--- config.mk ---
export PLATFORM = sky130hd
export DESIGN_NAME = hawk_att_lkup_responder_flat
export DESIGN_NICKNAME = d
export VERILOG_FILES = /design/src/rtl/hawk_att_lkup_responder_if.sv /design/src/rtl/hawk_att_lkup_responder.sv /design/src/flat_wrapper.sv
export SDC_FILE = /design/constraint.sdc
export NUM_CORES = 1
export LEC_CHECK = 0
export BUFFER_PORTS_ARGS = -buffer_cell sky130_fd_sc_hd__buf_2
export CORE_ASPECT_RATIO = 1.1
export CORE_MARGIN = 5
export CORE_UTILIZATION = 54
export CTS_BUF_LIST = sky130_fd_sc_hd__clkbuf_8
export CTS_CLUSTER_DIAMETER = 200
export DETAILED_ROUTE_END_ITERATION = 8
export PLACE_DENSITY = 0.95
export SLEW_MARGIN = 20
export SYNTH_ARGS = -nofsm -noshare
export SYNTH_HDL_FRONTEND = slang
export SYNTH_SLANG_ARGS = --single-unit
--- constraint.sdc ---
create_clock -name clk_i -period 3.3 [get_ports clk_i]
set_input_delay 0.165 -clock clk_i [delete_from_list [all_inputs] [get_ports clk_i]]
set_output_delay 0.165 -clock clk_i [all_outputs]
set_load 0.005 [all_outputs]
--- src/rtl/hawk_att_lkup_responder_if.sv ---
// Lookup and memory-port bundle for hawk_att_lkup_responder.
// slave  : responder side (accepts lookups, drives memory requests)
// master : environment side (ctrl unit issuing lookups, memory answering)
interface hawk_att_lkup_responder_if #(
    parameter int HPPA_W = 28,
    parameter int WAY_W  = 28
);
    logic              lkup_lookup;
    logic [HPPA_W-1:0] lkup_hppa;
    logic              pgrd_mngr_ready;
    logic              trnsl_allow_access;
    logic [WAY_W-1:0]  trnsl_ppa;
    logic              tol_tbl_update;
    logic [WAY_W-1:0]  tol_way;
    logic              tbl_update_done;
    logic              oom;
    logic              mem_rd_req;
    logic [63:0]       mem_rd_addr;
    logic              mem_rd_valid;
    logic [63:0]       mem_rd_data;
    logic              mem_wr_req;
    logic [63:0]       mem_wr_addr;
    logic [63:0]       mem_wr_data;
    logic              mem_wr_ack;

    modport slave (
        input  lkup_lookup, lkup_hppa, mem_rd_valid, mem_rd_data, mem_wr_ack,
        output pgrd_mngr_ready, trnsl_allow_access, trnsl_ppa, tol_tbl_update,
               tol_way, tbl_update_done, oom, mem_rd_req, mem_rd_addr,
               mem_wr_req, mem_wr_addr, mem_wr_data
    );

    modport master (
        output lkup_lookup, lkup_hppa, mem_rd_valid, mem_rd_data, mem_wr_ack,
        input  pgrd_mngr_ready, trnsl_allow_access, trnsl_ppa, tol_tbl_update,
               tol_way, tbl_update_done, oom, mem_rd_req, mem_rd_addr,
               mem_wr_req, mem_wr_addr, mem_wr_data
    );
endinterface

--- src/rtl/hawk_att_lkup_responder.sv ---
// ATT lookup responder: reads the ATT entry for a host page, answers hits
// directly, and on a miss pops the free-list head and writes the new entry.
// One lookup at a time; the requester must drop lookup before the next one.
// Optional build macro HAWK_LKUP_STATS_EN adds saturating hit/alloc counters.
//
// state     | meaning
// ----------+-------------------------------------------------------------
// IDLE      | ready, waiting for a lookup
// ATT_RD    | reading ATT entry of the latched hppa
// HIT       | entry allocated, ppa presented with allow_access
// LST_RD    | reading free-list node at head
// ATT_WR    | writing newly allocated entry back to the ATT
// OOM       | free list empty, sticky oom raised, no translation
// WAIT_DROP | result held until the requester drops lookup
module hawk_att_lkup_responder #(
    parameter int                HPPA_W    = 28,
    parameter int                WAY_W     = 28,
    parameter logic [63:0]       ATT_BASE  = 64'h0,
    parameter logic [63:0]       LST_BASE  = 64'h100000,
    parameter logic [HPPA_W-1:0] FREE_HEAD = HPPA_W'(1)
) (
    input  logic clk_i,
    input  logic rst_ni,
    hawk_att_lkup_responder_if.slave bus
`ifdef HAWK_LKUP_STATS_EN
    ,
    output logic [31:0] hit_cnt_o,
    output logic [31:0] alloc_cnt_o
`endif
);

    typedef enum logic [2:0] {
        IDLE, ATT_RD, HIT, LST_RD, ATT_WR, OOM, WAIT_DROP
    } state_t;

    state_t            state;
    logic [HPPA_W-1:0] hppa_q;
    logic [HPPA_W-1:0] head;
    logic [WAY_W-1:0]  way_q;

    // 8-byte entries: index is zero-extended then shifted by 3
    function automatic logic [63:0] entry_addr(input logic [63:0] base,
                                               input logic [HPPA_W-1:0] idx);
        return base + {{(61-HPPA_W){1'b0}}, idx, 3'b000};
    endfunction

    // Lookup sequencer with registered outputs
    always_ff @(posedge clk_i or negedge rst_ni) begin
        if (!rst_ni) begin
            state                  <= IDLE;
            hppa_q                 <= '0;
            head                   <= FREE_HEAD;
            way_q                  <= '0;
            bus.pgrd_mngr_ready    <= 1'b1;
            bus.trnsl_allow_access <= 1'b0;
            bus.trnsl_ppa          <= '0;
            bus.tol_tbl_update     <= 1'b0;
            bus.tol_way            <= '0;
            bus.tbl_update_done    <= 1'b0;
            bus.oom                <= 1'b0;
            bus.mem_rd_req         <= 1'b0;
            bus.mem_rd_addr        <= '0;
            bus.mem_wr_req         <= 1'b0;
            bus.mem_wr_addr        <= '0;
            bus.mem_wr_data        <= '0;
        end else begin
            bus.tbl_update_done <= 1'b0;
            case (state)
                IDLE: begin
                    if (bus.lkup_lookup) begin
                        hppa_q              <= bus.lkup_hppa;
                        bus.pgrd_mngr_ready <= 1'b0;
                        bus.mem_rd_req      <= 1'b1;
                        bus.mem_rd_addr     <= entry_addr(ATT_BASE, bus.lkup_hppa);
                        state               <= ATT_RD;
                    end
                end
                ATT_RD: begin
                    if (bus.mem_rd_valid) begin
                        bus.mem_rd_req <= 1'b0;
                        if (bus.mem_rd_data[1:0] == 2'b10) begin
                            bus.trnsl_ppa          <= bus.mem_rd_data[WAY_W+1:2];
                            bus.trnsl_allow_access <= 1'b1;
                            state                  <= HIT;
                        end else if (head == '0) begin
                            bus.oom <= 1'b1;
                            state   <= OOM;
                        end else begin
                            // read stays requested, now aimed at the list head
                            bus.mem_rd_req  <= 1'b1;
                            bus.mem_rd_addr <= entry_addr(LST_BASE, head);
                            state           <= LST_RD;
                        end
                    end
                end
                LST_RD: begin
                    if (bus.mem_rd_valid) begin
                        bus.mem_rd_req     <= 1'b0;
                        way_q              <= bus.mem_rd_data[WAY_W-1:0];
                        bus.tol_way        <= bus.mem_rd_data[WAY_W-1:0];
                        head               <= bus.mem_rd_data[32+HPPA_W-1:32];
                        bus.tol_tbl_update <= 1'b1;
                        bus.mem_wr_req     <= 1'b1;
                        bus.mem_wr_addr    <= entry_addr(ATT_BASE, hppa_q);
                        bus.mem_wr_data    <= {{(62-WAY_W){1'b0}},
                                               bus.mem_rd_data[WAY_W-1:0], 2'b10};
                        state              <= ATT_WR;
                    end
                end
                ATT_WR: begin
                    if (bus.mem_wr_ack) begin
                        bus.mem_wr_req         <= 1'b0;
                        bus.tol_tbl_update     <= 1'b0;
                        bus.tbl_update_done    <= 1'b1;
                        bus.trnsl_ppa          <= way_q;
                        bus.trnsl_allow_access <= 1'b1;
                        state                  <= WAIT_DROP;
                    end
                end
                HIT, OOM, WAIT_DROP: begin
                    if (!bus.lkup_lookup) begin
                        bus.trnsl_allow_access <= 1'b0;
                        bus.pgrd_mngr_ready    <= 1'b1;
                        state                  <= IDLE;
                    end else begin
                        state <= WAIT_DROP;
                    end
                end
                default: state <= IDLE;
            endcase
        end
    end

`ifdef HAWK_LKUP_STATS_EN
    logic hit_evt;
    logic alloc_evt;

    assign hit_evt   = (state == ATT_RD) && bus.mem_rd_valid &&
                       (bus.mem_rd_data[1:0] == 2'b10);
    assign alloc_evt = (state == ATT_WR) && bus.mem_wr_ack;

    // Saturating hit / allocation counters
    always_ff @(posedge clk_i or negedge rst_ni) begin
        if (!rst_ni) begin
            hit_cnt_o   <= '0;
            alloc_cnt_o <= '0;
        end else begin
            if (hit_evt && (hit_cnt_o != 32'hFFFF_FFFF))
                hit_cnt_o <= hit_cnt_o + 32'd1;
            if (alloc_evt && (alloc_cnt_o != 32'hFFFF_FFFF))
                alloc_cnt_o <= alloc_cnt_o + 32'd1;
        end
    end
`endif

endmodule
--- src/flat_wrapper.sv ---
// flat-port wrapper written by rule: the top's interface ports become plain ports
module hawk_att_lkup_responder_flat 
#(
    parameter int                HPPA_W    = 28,
    parameter int                WAY_W     = 28,
    parameter logic [63:0]       ATT_BASE  = 64'h0,
    parameter logic [63:0]       LST_BASE  = 64'h100000,
    parameter logic [HPPA_W-1:0] FREE_HEAD = HPPA_W'(1)
)
  (clk_i, rst_ni, bus_lkup_lookup, bus_lkup_hppa, bus_mem_rd_valid, bus_mem_rd_data, bus_mem_wr_ack, bus_pgrd_mngr_ready, bus_trnsl_allow_access, bus_trnsl_ppa, bus_tol_tbl_update, bus_tol_way, bus_tbl_update_done, bus_oom, bus_mem_rd_req, bus_mem_rd_addr, bus_mem_wr_req, bus_mem_wr_addr, bus_mem_wr_data);
  hawk_att_lkup_responder_if #(.HPPA_W(HPPA_W), .WAY_W(WAY_W)) bus_i ();
  input  logic clk_i;
  input  logic rst_ni;
  input wire logic [$bits(bus_i.lkup_lookup)-1:0] bus_lkup_lookup;
  input wire logic [$bits(bus_i.lkup_hppa)-1:0] bus_lkup_hppa;
  input wire logic [$bits(bus_i.mem_rd_valid)-1:0] bus_mem_rd_valid;
  input wire logic [$bits(bus_i.mem_rd_data)-1:0] bus_mem_rd_data;
  input wire logic [$bits(bus_i.mem_wr_ack)-1:0] bus_mem_wr_ack;
  output wire logic [$bits(bus_i.pgrd_mngr_ready)-1:0] bus_pgrd_mngr_ready;
  output wire logic [$bits(bus_i.trnsl_allow_access)-1:0] bus_trnsl_allow_access;
  output wire logic [$bits(bus_i.trnsl_ppa)-1:0] bus_trnsl_ppa;
  output wire logic [$bits(bus_i.tol_tbl_update)-1:0] bus_tol_tbl_update;
  output wire logic [$bits(bus_i.tol_way)-1:0] bus_tol_way;
  output wire logic [$bits(bus_i.tbl_update_done)-1:0] bus_tbl_update_done;
  output wire logic [$bits(bus_i.oom)-1:0] bus_oom;
  output wire logic [$bits(bus_i.mem_rd_req)-1:0] bus_mem_rd_req;
  output wire logic [$bits(bus_i.mem_rd_addr)-1:0] bus_mem_rd_addr;
  output wire logic [$bits(bus_i.mem_wr_req)-1:0] bus_mem_wr_req;
  output wire logic [$bits(bus_i.mem_wr_addr)-1:0] bus_mem_wr_addr;
  output wire logic [$bits(bus_i.mem_wr_data)-1:0] bus_mem_wr_data;
  assign bus_i.lkup_lookup = bus_lkup_lookup;
  assign bus_i.lkup_hppa = bus_lkup_hppa;
  assign bus_i.mem_rd_valid = bus_mem_rd_valid;
  assign bus_i.mem_rd_data = bus_mem_rd_data;
  assign bus_i.mem_wr_ack = bus_mem_wr_ack;
  assign bus_pgrd_mngr_ready = bus_i.pgrd_mngr_ready;
  assign bus_trnsl_allow_access = bus_i.trnsl_allow_access;
  assign bus_trnsl_ppa = bus_i.trnsl_ppa;
  assign bus_tol_tbl_update = bus_i.tol_tbl_update;
  assign bus_tol_way = bus_i.tol_way;
  assign bus_tbl_update_done = bus_i.tbl_update_done;
  assign bus_oom = bus_i.oom;
  assign bus_mem_rd_req = bus_i.mem_rd_req;
  assign bus_mem_rd_addr = bus_i.mem_rd_addr;
  assign bus_mem_wr_req = bus_i.mem_wr_req;
  assign bus_mem_wr_addr = bus_i.mem_wr_addr;
  assign bus_mem_wr_data = bus_i.mem_wr_data;
  hawk_att_lkup_responder #(.HPPA_W(HPPA_W), .WAY_W(WAY_W), .ATT_BASE(ATT_BASE), .LST_BASE(LST_BASE), .FREE_HEAD(FREE_HEAD)) u_core (.clk_i(clk_i), .rst_ni(rst_ni), .bus(bus_i));
endmodule
; ---- Word level (Yosys, flattened, before mapping)
; Cells that the tools add are included.
; Widths: inputs -> output; s select.
[totals]
output_inout_bits = 255
ram_bits = 0
elab_cells = 86
rom_bits = 0
n_memories = 0
latch_bits = 0
inputBits = 97
reg_bits = 242
[op_classes]
magnitude_cmp = 0
div_mod_pow = 0
multipliers = 0
eq_ne = 15
add_sub_neg = 1
shifts = 0
muxes = 36
n_reduce_logical = 19
n_bitwise = 1
[op_table]
columns = cell, count
row1 = $mux 64, 4
row2 = $pmux 64 s2, 1
row3 = $mux 28, 3
row4 = $pmux 28 s2, 1
row5 = $add 21x31->32 const A, 1
row6 = $logic_not 28->1, 1
row7 = $mux 3, 7
row8 = $reduce_and 4->1, 4
row9 = $mux 1, 15
row10 = $pmux 3 s5, 1
row11 = $ne 2x2->1 const B, 7
row12 = $reduce_and 5->1, 2
row13 = $eq 3x3->1 const B, 3
row14 = $reduce_bool 2->1, 4
row15 = $eq 3x2->1 const B, 2
row16 = $pmux 1 s3, 2
row17 = $reduce_and 3->1, 2
row18 = $reduce_bool 3->1, 2
row19 = $pmux 1 s2, 2
row20 = $reduce_and 2->1, 2
row21 = $eq 3x1->1 const B, 1
row22 = $logic_not 3->1, 1
row23 = $reduce_or 3->1, 1
row24 = $eq 2x2->1 const B, 1
row25 = other kinds (2), 2

; ---- Logic depth before layout (Yosys ltp)
; Gate-level depths: netlist of the first run.
[depth]
depth_word = 5
depth_mapped = 8
depth_no_buf = 6

; ---- Worst setup path after synthesis of the first run
; OpenSTA, ideal clock, no wires.
[synth_path]
path_kind = reg2reg
startpoint = register u_core.head[3]
endpoint = register u_core.bus.mem_rd_addr[21] (netlist name)
setup_ps = 125
slack_ps = 1449
path_stages_with_launch = 8
n_path_buf = 2
required_ps = 3175
synth_period_minus_slack_ps = 1851
arrival_ps = 1726
path_cell_list = dfrtp_1 nor4_1 and4_1 nand4_2 o211a_1 buf_6 buf_6 mux2_4
[synth_between]
elab_chain_len = 5
word_cells_on_any_way = 8
classes_between = add/sub (1) / eq/ne (1) / mux (4) / reduce/logical (2)
[synth_lines]
columns = element, line_no
row1 = start: declaration, hawk_att_lkup_responder.sv:38  ; logic [HPPA_W-1:0] head;
row2 = start signal: assignment, hawk_att_lkup_responder.sv:101  ; head <= bus.mem_rd_data[32+HPPA_W-1:32];
row3 = $add 21x31->32, hawk_att_lkup_responder.sv:44  ; return base + {{(61-HPPA_W){1'b0}}, idx, 3'b000};
row4 = $mux 64, hawk_att_lkup_responder.sv:85  ; end else if (head == '0) begin
row5 = $mux 64, hawk_att_lkup_responder.sv:81  ; if (bus.mem_rd_data[1:0] == 2'b10) begin
row6 = $mux 64, hawk_att_lkup_responder.sv:79  ; if (bus.mem_rd_valid) begin
row7 = $pmux 64 s2, hawk_att_lkup_responder.sv:68  ; case (state)
row8 = end signal: assignment, hawk_att_lkup_responder.sv:74  ; bus.mem_rd_addr <= entry_addr(ATT_BASE, bus.lkup_hppa);
row9 = end signal: assignment, hawk_att_lkup_responder.sv:91  ; bus.mem_rd_addr <= entry_addr(LST_BASE, head);
row10 = end: declaration, hawk_att_lkup_responder_if.sv:29  ; tol_way, tbl_update_done, oom, mem_rd_req, mem_rd_addr,
; Parallel ways exist; a longest one is shown, timed or not. The select of a mux whose other input is x is not followed.
; A chain may end at the register's enable or synchronous reset.

; ---- Worst setup path in the final report of the first run
[layout_path]
startpoint = register u_core.state[0]
endpoint = register u_core.head[3]
[layout_between]
elab_chain_len = 2
[layout_lines]
columns = element, line_no
row1 = start: declaration, hawk_att_lkup_responder.sv:36  ; state_t state;
row2 = start signal: assignment, hawk_att_lkup_responder.sv:50  ; state <= IDLE;
row3 = start signal: assignment, hawk_att_lkup_responder.sv:75  ; state <= ATT_RD;
row4 = start signal: assignment, hawk_att_lkup_responder.sv:84  ; state <= HIT;
row5 = $eq 3x2->1, hawk_att_lkup_responder.sv:68
row6 = $reduce_and 2->1 (no line), n/a
; Every way passes these cells.

==> results.md, run 1 <==
- Crit-path max FO: 55
- Initial Util: 54.96%
- Clk Tree Root Cell: clkbuf_8
- CP required: 3.63 ns
- Fin cells: 1203
- Rel. slew slack: 51.05%
- CTS sink cnt: 179
- Net Sw Power: 0.003365 W
- Final hold viol count: 0
- FMAX: 428.1 MHz
- CTS tree: built
- Synth unique cells: 43
- Area Overhead vs Synth: 24.00%
- CP Capture Type: flop
- Htree depth: 4
- Final Net Count: 1088
- Post-synthesis sequential area ratio: 51.82%
- Yosys warning count: 0
- DR iter-0 viols: 354
- Final slew viol count: 0
- Total gr overflow: 0
- Post-Syn Instances: 697
- Endpoints failing setup: 0
- Port bufs: 239
- Tightest Pin Transition: 0.7343 ns
- Synth Register Bits: 179
- Tot GR Track Use: 25.18%
- Die width: 130.7 um
- Io pins: 352
- First-pass GRT wire length: 36.02 mm
- Mean Syn Cell Area: 12.41 um^2
- Placed Cells incl. Taps: 1085
- CTS clk-pin slew, worst paths: 0.10 ns
- Worst-Skew Late Latency: 0.46 ns
- Critical Path Start Type: flop
- Clk_skew: 0.01963 ns
- WL per Instance: 19.78 um
- Clock network fraction of design power: 17.1%
- Power density cells: 867.8 nW/um^2
- Final period util: 70.79%
- Logic pwr share: 38.7%
- Detail Route Antenna Nets: 0
- Slowest CP cell: dfrtp_1
- Sw Share: 36.16%
- GP Congestion: 0.7953
- Vias: 6083
- Final min period: 2.336 ns
- Unrepaired setup endpoints after global routing: false
- Clock buffer count from CTS: 17
- Peak supply drop: 0.0004763 V
- Layout cells sized above 1: 44.77%
- Maxcap violations: 0
- Core Area: 15740 um^2
- Pint: 0.005941 W
- Drt pass-1 iters: 4
- Post-synth EDFFs: 0
- CP cell instances: inv_2, nor2_1, nand3_4, buf_12, mux2_2
- Area of the die: 18650 um^2
- CP bufs+invs: 2
- Post-Route Setup TNS: 0 ns
- WL final: 23.80 mm
- CP Class: flop to flop
- CP peak stage delay: 0.56 ns
- DR vias/cell: 5.057
- Initial antenna violation count: 0
- Vias in the first global route: 6436
- Cell family with most CP delay: simple AND/OR/NAND/NOR gates
- Synth Cell Area: 8648 um^2
- Die Y: 142.7 um
- Post-detail-place hpwl: 15.66 mm
- Largest net degree at the start of global routing: 80
- Flop pwr share: 44.3%
- Worst hold path class: primary input to flop
- LEAKAGE: 5.283 nW
- CTS max path bufs: 2
- Main synth FF type: dfrtp_1
- Outcome: completed
- Setup fix buffers added after clock tree synthesis: 0
- Worst Path Arrival: 2.67 ns
- Rows: 48
- DRC viols: 0
- Ant. Diodes: 0
- Async S/R FF share, synth: 100.0%
cells in the final DEF (no fill, tap or decap), types with 3 or more instances in the layout:
master         count
dfrtp_1          177
inv_6              5
nor2b_1            3
inv_8              3
nor4_1             8
and4_1             3
nand3_1            5
xor2_1             5
a21oi_1           13
nor2_1            17
o21ai_1            4
inv_1              3
conb_1           106
clkbuf_8          18
xnor2_1            4
buf_4              9
mux2_4            10
mux2_2           148
buf_2            238
dlygate4sd3_1     86
o21ai_0           29
nand2_1           42
mux2i_1           30
kinds of logic (layout without fill, tap and decap cells):
family | after synthesis | after routing | synth area share (%)
muxes | 190 | 190 | 24.74
DFF | 179 | 179 | 51.82
buffers and inverters | 170 | 371 | 13.70
and+or+nand+nor | 90 | 90 | 4.963
AOI/OAI and AO/OA | 57 | 57 | 3.675
xor gates and xnor gates | 9 | 9 | 0.9114
adders and majority gates | 1 | 1 | 0.1447
other | 1 | 106 | 0.04336
registers in the layout, indices dropped and copies added, names as in the netlist:
register / cells
u_core.bus.tol_tbl_update: 1
u_core.head: 28
u_core.bus.mem_wr_addr: 28
u_core.bus.mem_rd_req: 1
u_core.hppa_q: 28
u_core.bus.oom: 1
u_core.bus.pgrd_mngr_ready: 1
u_core.bus.mem_wr_data: 2
u_core.bus.trnsl_allow_access: 1
u_core.bus.trnsl_ppa: 28
u_core.bus.mem_rd_addr: 29
u_core.bus.tol_way: 27
u_core.state: 3
u_core.bus.tbl_update_done: 1
worst reg2reg max path, delay by kind of cell (launching register included):
kind          cells  cell delay (ns)
flops             1             0.56
mux               1             0.41
simple gates      2             0.68
buf+inv           2             0.57
final timing paths:
kind | slack, ns | startpoint | cells after the start | endpoint
max reg2reg | 0.96 | u_core.state[0] | 5 | u_core.head[3]
min reg2reg | 0.49 | u_core.bus.trnsl_ppa[10] | 2 | u_core.bus.trnsl_ppa[10]
max in group asynchronous | 1.93 | rst_ni | 3 | u_core.head[22]
min in group asynchronous | 0.32 | rst_ni | 2 | u_core.hppa_q[2]
max | 0.96 | u_core.state[0] | 5 | u_core.head[3]
min | 0.04 | bus_mem_rd_data[29] | 3 | u_core.bus.trnsl_ppa[27]
what timing repair did:
action                    in CTS  in global routing
hold endpoints to repair     166                  0
gates resized for setup        0                  0
hold buffers                  86                  0
synthesized netlist by cell type (all sizes together), types with 2 or more instances:
cell	count	area, um^2
nand2b	2	12.51
and4	3	26.28
nor2b	3	18.77
o21ai	33	165.2
a22oi	2	15.01
mux2i	30	300.3
nor3	4	31.28
nor2	17	63.81
nand3	6	30.03
buf	159	1144
mux2	160	1839
a31oi	2	12.51
xor2	5	43.79
xnor2	4	35.03
a21oi	13	65.06
nor4	8	50.05
nand4	2	18.77
clkbuf	7	26.28
nand2	42	157.7
dfrtp	177	4429
inv	4	15.01
dfstp	2	52.55
per-layer routing:
| metal | share of wire [%] | GRT usage (%) |
|---|---|---|
| met1 | 35 | 28.67 |
| met2 | 53 | 44.53 |
| met3 | 9.4 | 8.455 |
| met4 | 2.5 | 7.851 |
| met5 | 0 | 0 |
power groups by stage:
stage               Clock, W  Sequential [W]  Combinational (W)
CTS                  0.00161         0.00406            0.00358
global placement           0         0.00403            0.00335
floorplan                  0         0.00393            0.00233
finish               0.00159         0.00412            0.00360
detailed placement         0         0.00409            0.00349
global route         0.00172         0.00425            0.00393
area by class of cell:
cell class	instances	area [um^2]
Timing Repair Buffer	335	2151
Clock buffer	18	247.7
Inverter	4	15.01
Clock inverter	14	165.2
Multi-Input combinational cell	453	3413
Tap cell	200	250.2
Fill cell	1079	5011
Sequential cell	179	4482
metrics by stage:
stage	instance area, um^2	hold slack (ns)	util, %	setup slack, ns	power (W)
2_1_floorplan	9042	-0.1306	-	1.449	0.006266
3_3_place_gp	9450	0.2439	60.06	0.9935	0.007374
3_5_place_dp	9450	0.2641	60.06	1.012	0.007580
4_1_cts	10720	0.001706	68.15	0.9907	0.009254
5_1_grt	10720	0.02860	68.15	0.8256	0.009898
6_report	10720	0.03503	68.15	0.9640	0.009306
Power figures use the tool's default switching activity.
==> inputs of run 2 (changes only) <==
--- a/config.mk
+++ b/config.mk
@@ -8,11 +8,11 @@
 export BUFFER_PORTS_ARGS = -buffer_cell sky130_fd_sc_hd__buf_2
 export CORE_ASPECT_RATIO = 1.1
 export CORE_MARGIN = 5
-export CORE_UTILIZATION = 54
+export CORE_UTILIZATION = 50
 export CTS_BUF_LIST = sky130_fd_sc_hd__clkbuf_8
 export CTS_CLUSTER_DIAMETER = 200
 export DETAILED_ROUTE_END_ITERATION = 8
-export PLACE_DENSITY = 0.95
+export PLACE_DENSITY = 0.93
 export SLEW_MARGIN = 20
 export SYNTH_ARGS = -nofsm -noshare
 export SYNTH_HDL_FRONTEND = slang
==> constraint.sdc (replaced) <==
create_clock -name clk_i -period 2.2 [get_ports clk_i]
set_input_delay 0.11 -clock clk_i [delete_from_list [all_inputs] [get_ports clk_i]]
set_output_delay 0.11 -clock clk_i [all_outputs]
set_load 0.005 [all_outputs]
==> run 2 against run 1 <==
Against the previous run: register-to-register slack lost 0.88 ns; sequential cell count unchanged; global-route usage fell by 0.13 points; via count rose by 2.6%; total power is 55% higher; non-clock buffer count increased by 17; sequential share of layout area decreased by 1.1 points; critical path depth increased by 1; clock-buffer cell count is 1 lower; critical endpoint is now u_core.bus.mem_rd_addr[29]; largest cell class unchanged; highest routed layer unchanged.
==> results.md, run 2 (synthesis gave the netlist of run 1 again) <==
- Outcome: completed (unchanged)
- Initial antenna violation count: 0 (unchanged)
- Vias in the first global route: 6730 (was 6436)
- Htree depth: 4 (unchanged)
- Most frequent cells in the layout: buf_2, dfrtp_1, mux2_2, conb_1, dlygate4sd3_1 (unchanged)
- Reg with most FFs: u_core.bus.mem_rd_addr (unchanged)
- FMAX: 473.0 MHz (was 428.1 MHz)
- Endpoints failing setup: 0 (unchanged)
- Maxcap violations: 0 (unchanged)
- CTS clk-pin slew, worst paths: 0.11 ns (was 0.10 ns)
- Post-detail-place hpwl: 16.79 mm (was 15.66 mm)
- CTS sink cnt: 179 (unchanged)
- Rows: 50 (was 48)
- CP Class: flop to flop (unchanged)
- Area of the die: 20030 um^2 (was 18650 um^2)
- Drt pass-1 iters: 6 (was 4)
- GP Congestion: 0.8659 (was 0.7953)
- Final Net Count: 1105 (was 1088)
- Rel. slew slack: 66.12% (was 51.05%)
- Worst Path Arrival: 2.46 ns (was 2.67 ns)
- WL final: 25.07 mm (was 23.80 mm)
- Core Area: 17020 um^2 (was 15740 um^2)
- Clk Tree Root Cell: clkbuf_8 (unchanged)
- R2R depth: 6 (was 5)
- WL per Instance: 20.01 um (was 19.78 um)
- Power density cells: 1309 nW/um^2 (was 867.8 nW/um^2)
- CP required: 2.54 ns (was 3.63 ns)
- CP Capture Type: flop (unchanged)
- Unrepaired setup endpoints after global routing: false (unchanged)
- Filler instances: 1191 (was 1079)
- Clock buffer count from CTS: 17 (unchanged)
- Io pins: 352 (unchanged)
- Tightest Pin Transition: 0.5082 ns (was 0.7343 ns)
- LEAKAGE: 5.396 nW (was 5.283 nW)
- Detail Route Antenna Nets: 0 (unchanged)
- Port bufs: 239 (unchanged)
- Tot GR Track Use: 25.05% (was 25.18%)
- DRC viols: 0 (unchanged)
- CTS tree: built (unchanged)
- DR vias/cell: 4.983 (was 5.057)
- Worst-Skew Late Latency: 0.47 ns (was 0.46 ns)
- Placed Cells incl. Taps: 1132 (was 1085)
- Worst hold path class: primary input to async pin (was primary input to flop)
- Vias: 6244 (was 6083)
- DR iter-0 viols: 320 (was 354)
- Largest net degree at the start of global routing: 76 (was 80)
- Total gr overflow: 0 (unchanged)
- Final min period: 2.114 ns (was 2.336 ns)
- CTS max path bufs: 2 (unchanged)
- Final slew viol count: 0 (unchanged)
- Fin cells: 1253 (was 1203)
- Post-Route Setup TNS: 0 ns (unchanged)
- Critical Path Start Type: flop (unchanged)
- Final hold viol count: 0 (unchanged)
- Crit-path max FO: 29 (was 55)
- Die Y: 147.9 um (was 142.7 um)
- Post-CTS sizing: 0 (unchanged)
- Clk_skew: 0.02600 ns (was 0.01963 ns)
- Layout cells sized above 1: 45.19% (was 44.77%)
- First-pass GRT wire length: 38.83 mm (was 36.02 mm)
- Initial Util: 50.82% (was 54.96%)
- Area Overhead vs Synth: 27.24% (was 24.00%)
- Die width: 135.4 um (was 130.7 um)
- Commonest non-fill, non-tap cell in the layout: buf_2 (unchanged)
- Final period util: 96.09% (was 70.79%)
- Peak supply drop: 0.0008032 V (was 0.0004763 V)
- Max FFs per register: 29 (unchanged)
[run 2: stage by stage]
step           setup WS [ns]  instance area [um^2]  utilization (%)  total power (W)  hold slack [ns]
2_1_floorplan         0.3490                  9042                -         0.009399          -0.1856
3_3_place_gp         0.06850                  9691            56.95          0.01139          0.01659
3_5_place_dp          0.1027                  9691            56.95          0.01174          0.02140
4_1_cts              0.08928                 11000            64.65          0.01429          0.06699
5_1_grt              0.03938                 11000            64.65          0.01529          0.08000
6_report             0.08596                 11000            64.67          0.01441          0.08679
[run 2: layout make-up]
| class | count | area (um^2) | share of cell area, % |
|---|---|---|---|
| multi-input cells | 453 | 3413 | 31.02 |
| repair buffers | 352 | 2389 | 21.71 |
| diodes | 1 | 2.502 | 0.02274 |
| flip-flops and latches | 179 | 4482 | 40.73 |
| clock buffers | 17 | 234.0 | 2.126 |
| clock inverters | 13 | 176.4 | 1.603 |
| well taps | 234 | 292.8 | 2.661 |
| inverters | 4 | 15.01 | 0.1364 |
[run 2: worst paths after layout]
kind	startpoint	endpoint	slack (ns)
max	u_core.head[4]	u_core.bus.mem_rd_addr[29]	0.09
min	rst_ni	u_core.hppa_q[13]	0.09
max reg2reg	u_core.head[4]	u_core.bus.mem_rd_addr[29]	0.09
max in group asynchronous	rst_ni	u_core.bus.pgrd_mngr_ready	1.34
min in group clk_i	bus_mem_rd_valid	u_core.state[1]	0.10
min reg2reg	u_core.bus.trnsl_ppa[2]	u_core.bus.trnsl_ppa[2]	0.48
[run 2: critical path, cell delays in order (launching register included)]
cell and delay (ns):
dfrtp_1 0.43, nor4_1 0.37, and4_1 0.27, nand4_2 0.14
o211a_1 0.28, buf_12 0.18, mux2_4 0.31
[run 2: what timing repair did]
action / CTS / global route
endpoints found under the hold margin: 295 / 0
setup buffers: 0 / 0
hold buffers: 90 / 0
[run 2: power by group]
| part | total, W | internal, W | switching, W |
|---|---|---|---|
| Combinational | 0.00592 | 0.00321 | 0.00271 |
| Clock | 0.00241 | 0.00114 | 0.00127 |
| Sequential | 0.00608 | 0.00489 | 0.00120 |
| Total | 0.0144 | 0.00924 | 0.00517 |
[run 2: metal layers]
metal | wire length, um | vias up | GRT usage, %
met5 | 0 | - | 0
met4 | 875 | 0 | 9.476
met3 | 2422 | 72 | 9.769
met2 | 12800 | 342 | 42.53
met1 | 8973 | 3058 | 28.52
li1 | - | 2772 | -
==> inputs of run 3 (changes only) <==
--- a/config.mk
+++ b/config.mk
@@ -8,11 +8,11 @@
 export BUFFER_PORTS_ARGS = -buffer_cell sky130_fd_sc_hd__buf_2
 export CORE_ASPECT_RATIO = 1.1
 export CORE_MARGIN = 5
-export CORE_UTILIZATION = 50
+export CORE_UTILIZATION = 54
 export CTS_BUF_LIST = sky130_fd_sc_hd__clkbuf_8
 export CTS_CLUSTER_DIAMETER = 200
 export DETAILED_ROUTE_END_ITERATION = 8
-export PLACE_DENSITY = 0.93
+export PLACE_DENSITY = 0.95
 export SLEW_MARGIN = 20
 export SYNTH_ARGS = -nofsm -noshare
 export SYNTH_HDL_FRONTEND = slang
==> constraint.sdc (replaced) <==
create_clock -name clk_i -period 2.6 [get_ports clk_i]
set_input_delay 0.13 -clock clk_i [delete_from_list [all_inputs] [get_ports clk_i]]
set_output_delay 0.13 -clock clk_i [all_outputs]
set_load 0.005 [all_outputs]
==> run 3 against run 2 <==
Against the previous run: clock skew decreased by 0.0029 ns; clock-buffer cell count unchanged; die area decreased by 6.9%; core utilization increased by 3.5 points; final cell count decreased by 3.7%; first-iteration DRC count decreased by 19%; global-route usage increased by 0.26 points; combinational power decreased by 22%; non-clock buffer count decreased by 15; critical endpoint unchanged; largest cell class unchanged.
==> results.md, run 3 (synthesis gave the netlist of run 1 again) <==
- R2R depth: 5 (was 6)
- Io pins: 352 (unchanged)
- Final hold slack: 0.05694 ns (was 0.08679 ns)
- CP Capture Type: flop (unchanged)
- Tot Pwr: 0.01164 W (was 0.01441 W)
- Net Sw Power: 0.004230 W (was 0.005170 W)
- GP Congestion: 0.7979 (was 0.8659)
- Post-CTS sizing: 0 (unchanged)
- Worst hold path class: primary input to flop (was primary input to async pin)
- LEAKAGE: 5.273 nW (was 5.396 nW)
- Final slew viol count: 0 (unchanged)
- WL final: 24.11 mm (was 25.07 mm)
- Largest net degree at the start of global routing: 87 (was 76)
- Tot GR Track Use: 25.31% (was 25.05%)
- Outcome: completed (unchanged)
- CP required: 2.94 ns (was 2.54 ns)
- Sw Share: 36.34% (was 35.89%)
- Clock buffer count from CTS: 17 (unchanged)
- Area Overhead vs Synth: 24.03% (was 27.24%)
- Worst Path Arrival: 2.56 ns (was 2.46 ns)
- Reg with most FFs: u_core.bus.mem_rd_addr (unchanged)
- Tightest Pin Transition: 0.6949 ns (was 0.5082 ns)
- Worst reg2reg endpoint: u_core.bus.mem_rd_addr[29] (unchanged)
- Port bufs: 239 (unchanged)
- Final hold viol count: 0 (unchanged)
- DRC viols: 0 (unchanged)
- Initial Util: 54.96% (was 50.82%)
- Flop pwr share: 44.9% (was 42.2%)
- CP Class: flop to flop (unchanged)
- First-pass GRT wire length: 35.89 mm (was 38.83 mm)
- Multi-input gate area: 3413 um^2 (unchanged)
- Post-Route Setup TNS: 0 ns (unchanged)
- Peak supply drop: 0.0007437 V (was 0.0008032 V)
- FMAX: 449.3 MHz (was 473.0 MHz)
- Critical Path Start Type: flop (unchanged)
- Max FFs per register: 29 (unchanged)
- Final min period: 2.226 ns (was 2.114 ns)
- Unrepaired setup endpoints after global routing: false (unchanged)
- Commonest non-fill, non-tap cell in the layout: buf_2 (unchanged)
- Total gr overflow: 0 (unchanged)
- Layout cells sized above 1: 44.58% (was 45.19%)
- CTS sink cnt: 179 (unchanged)
- Drt pass-1 iters: 4 (was 6)
- Vias: 6109 (was 6244)
- Rel. slew slack: 53.67% (was 66.12%)
- Final period util: 85.61% (was 96.09%)
- Min-Delay Endpoint: u_core.bus.pgrd_mngr_ready
- Crit-path max FO: 15 (was 29)
- HP Start: bus_lkup_lookup
- Flop2flop setup slack: 0.37 ns (was 0.09 ns)
- Core Area: 15740 um^2 (was 17020 um^2)
- Detail Route Antenna Nets: 0 (unchanged)
- Die Y: 142.7 um (was 147.9 um)
- DR vias/cell: 5.061 (was 4.983)
- WL per Instance: 19.97 um (was 20.01 um)
- Logic pwr share: 39.5% (was 41.1%)
- CTS max path bufs: 2 (unchanged)
- Rows: 48 (was 50)
- Most frequent cells in the layout: buf_2, dfrtp_1, mux2_2, conb_1, dlygate4sd3_1 (unchanged)
- Clk Tree Root Cell: clkbuf_8 (unchanged)
- Endpoints failing setup: 0 (unchanged)
- Hold path depth: 3
- Maxcap violations: 0 (unchanged)
- CTS tree: built (unchanged)
- Worst-Skew Late Latency: 0.47 ns (about the same)
- Clock network fraction of design power: 15.7% (was 16.7%)
- Seq. cell area: 4482 um^2 (unchanged)
- DR iter-0 viols: 258 (was 320)
- Filler instances: 1084 (was 1191)
- Worst r2r src: u_core.head[22] (was u_core.head[4])
- CTS clk-pin slew, worst paths: 0.09 ns (was 0.11 ns)
- Vias in the first global route: 6491 (was 6730)
- Final Net Count: 1090 (was 1105)
- Initial antenna violation count: 1 (was 0)
- Clk_skew: 0.02305 ns (was 0.02600 ns)
- Post-detail-place hpwl: 15.71 mm (was 16.79 mm)
- Pint: 0.007409 W (was 0.009236 W)
- Power density cells: 1085 nW/um^2 (was 1309 nW/um^2)
- Final core utilization: 68.17% (was 64.67%)
- Die width: 130.7 um (was 135.4 um)
- Htree depth: 4 (unchanged)
- Area of the die: 18650 um^2 (was 20030 um^2)
## run 3: what timing repair did
action | 4_1_cts | 5_1_grt
hold buffers | 88 | 0
endpoints found under the hold margin | 178 | 0
setup endpoints to repair | 0 | 0
setup buffers | 0 | 0
## run 3: worst max-delay path: stages, from the launching register on
cell and delay, ns:
dfrtp_1 0.45, nor4_1 0.63, nand4_2 0.22, o211a_1 0.27
buf_4 0.22, mux2_4 0.32
## run 3: worst max path at each step
stage                               start                          to  cells past startpoint
final                     u_core.head[22]  u_core.bus.mem_rd_addr[29]                      5
after global routing       u_core.head[8]  u_core.bus.mem_rd_addr[29]                      6
after CTS                  u_core.head[9]  u_core.bus.mem_rd_addr[29]                      6
after detailed placement  u_core.head[11]  u_core.bus.mem_rd_addr[23]                      6
after global placement    u_core.head[22]  u_core.bus.mem_rd_addr[29]                      5
after floorplan            u_core.head[3]  u_core.bus.mem_rd_addr[21]                      7
## run 3: area by class of cell
cell class	count	area share, %
well taps	200	2.333
repair buffers	337	20.47
flip-flops and latches	179	41.78
multi-input cells	453	31.82
diodes	2	0.04666
clock inverters	15	1.225
clock buffers	17	2.181
inverters	4	0.1400
## run 3: through the flow
stage	cells	cell area [um^2]	setup slack, ns
global route	1205	10720	0.3024
detailed placement	1085	9475	0.4120
global placement	1085	9475	0.4016
floorplan	802	9042	0.7490
CTS	1205	10720	0.3620
finish	1207	10730	0.3741
## run 3: per-layer routing
metal / part of all wire (%) / up-vias / wire, um / track usage (%)
li1: - / 2753 / - / -
met1: 34 / 3042 / 8246 / 26.95
met2: 55 / 268 / 13170 / 46.49
met3: 8.6 / 44 / 2079 / 8.605
met4: 2.5 / 2 / 597 / 8.338
met5: 0.054 / - / 13 / 0
## run 3: power groups by stage
stage / registers (W) / logic (W) / clock network (W)
6_report: 0.00522 / 0.00459 / 0.00182
5_1_grt: 0.00537 / 0.00500 / 0.00198
4_1_cts: 0.00514 / 0.00458 / 0.00186
3_5_place_dp: 0.00517 / 0.00447 / 0
3_3_place_gp: 0.00510 / 0.00428 / 0
2_1_floorplan: 0.00499 / 0.00296 / 0
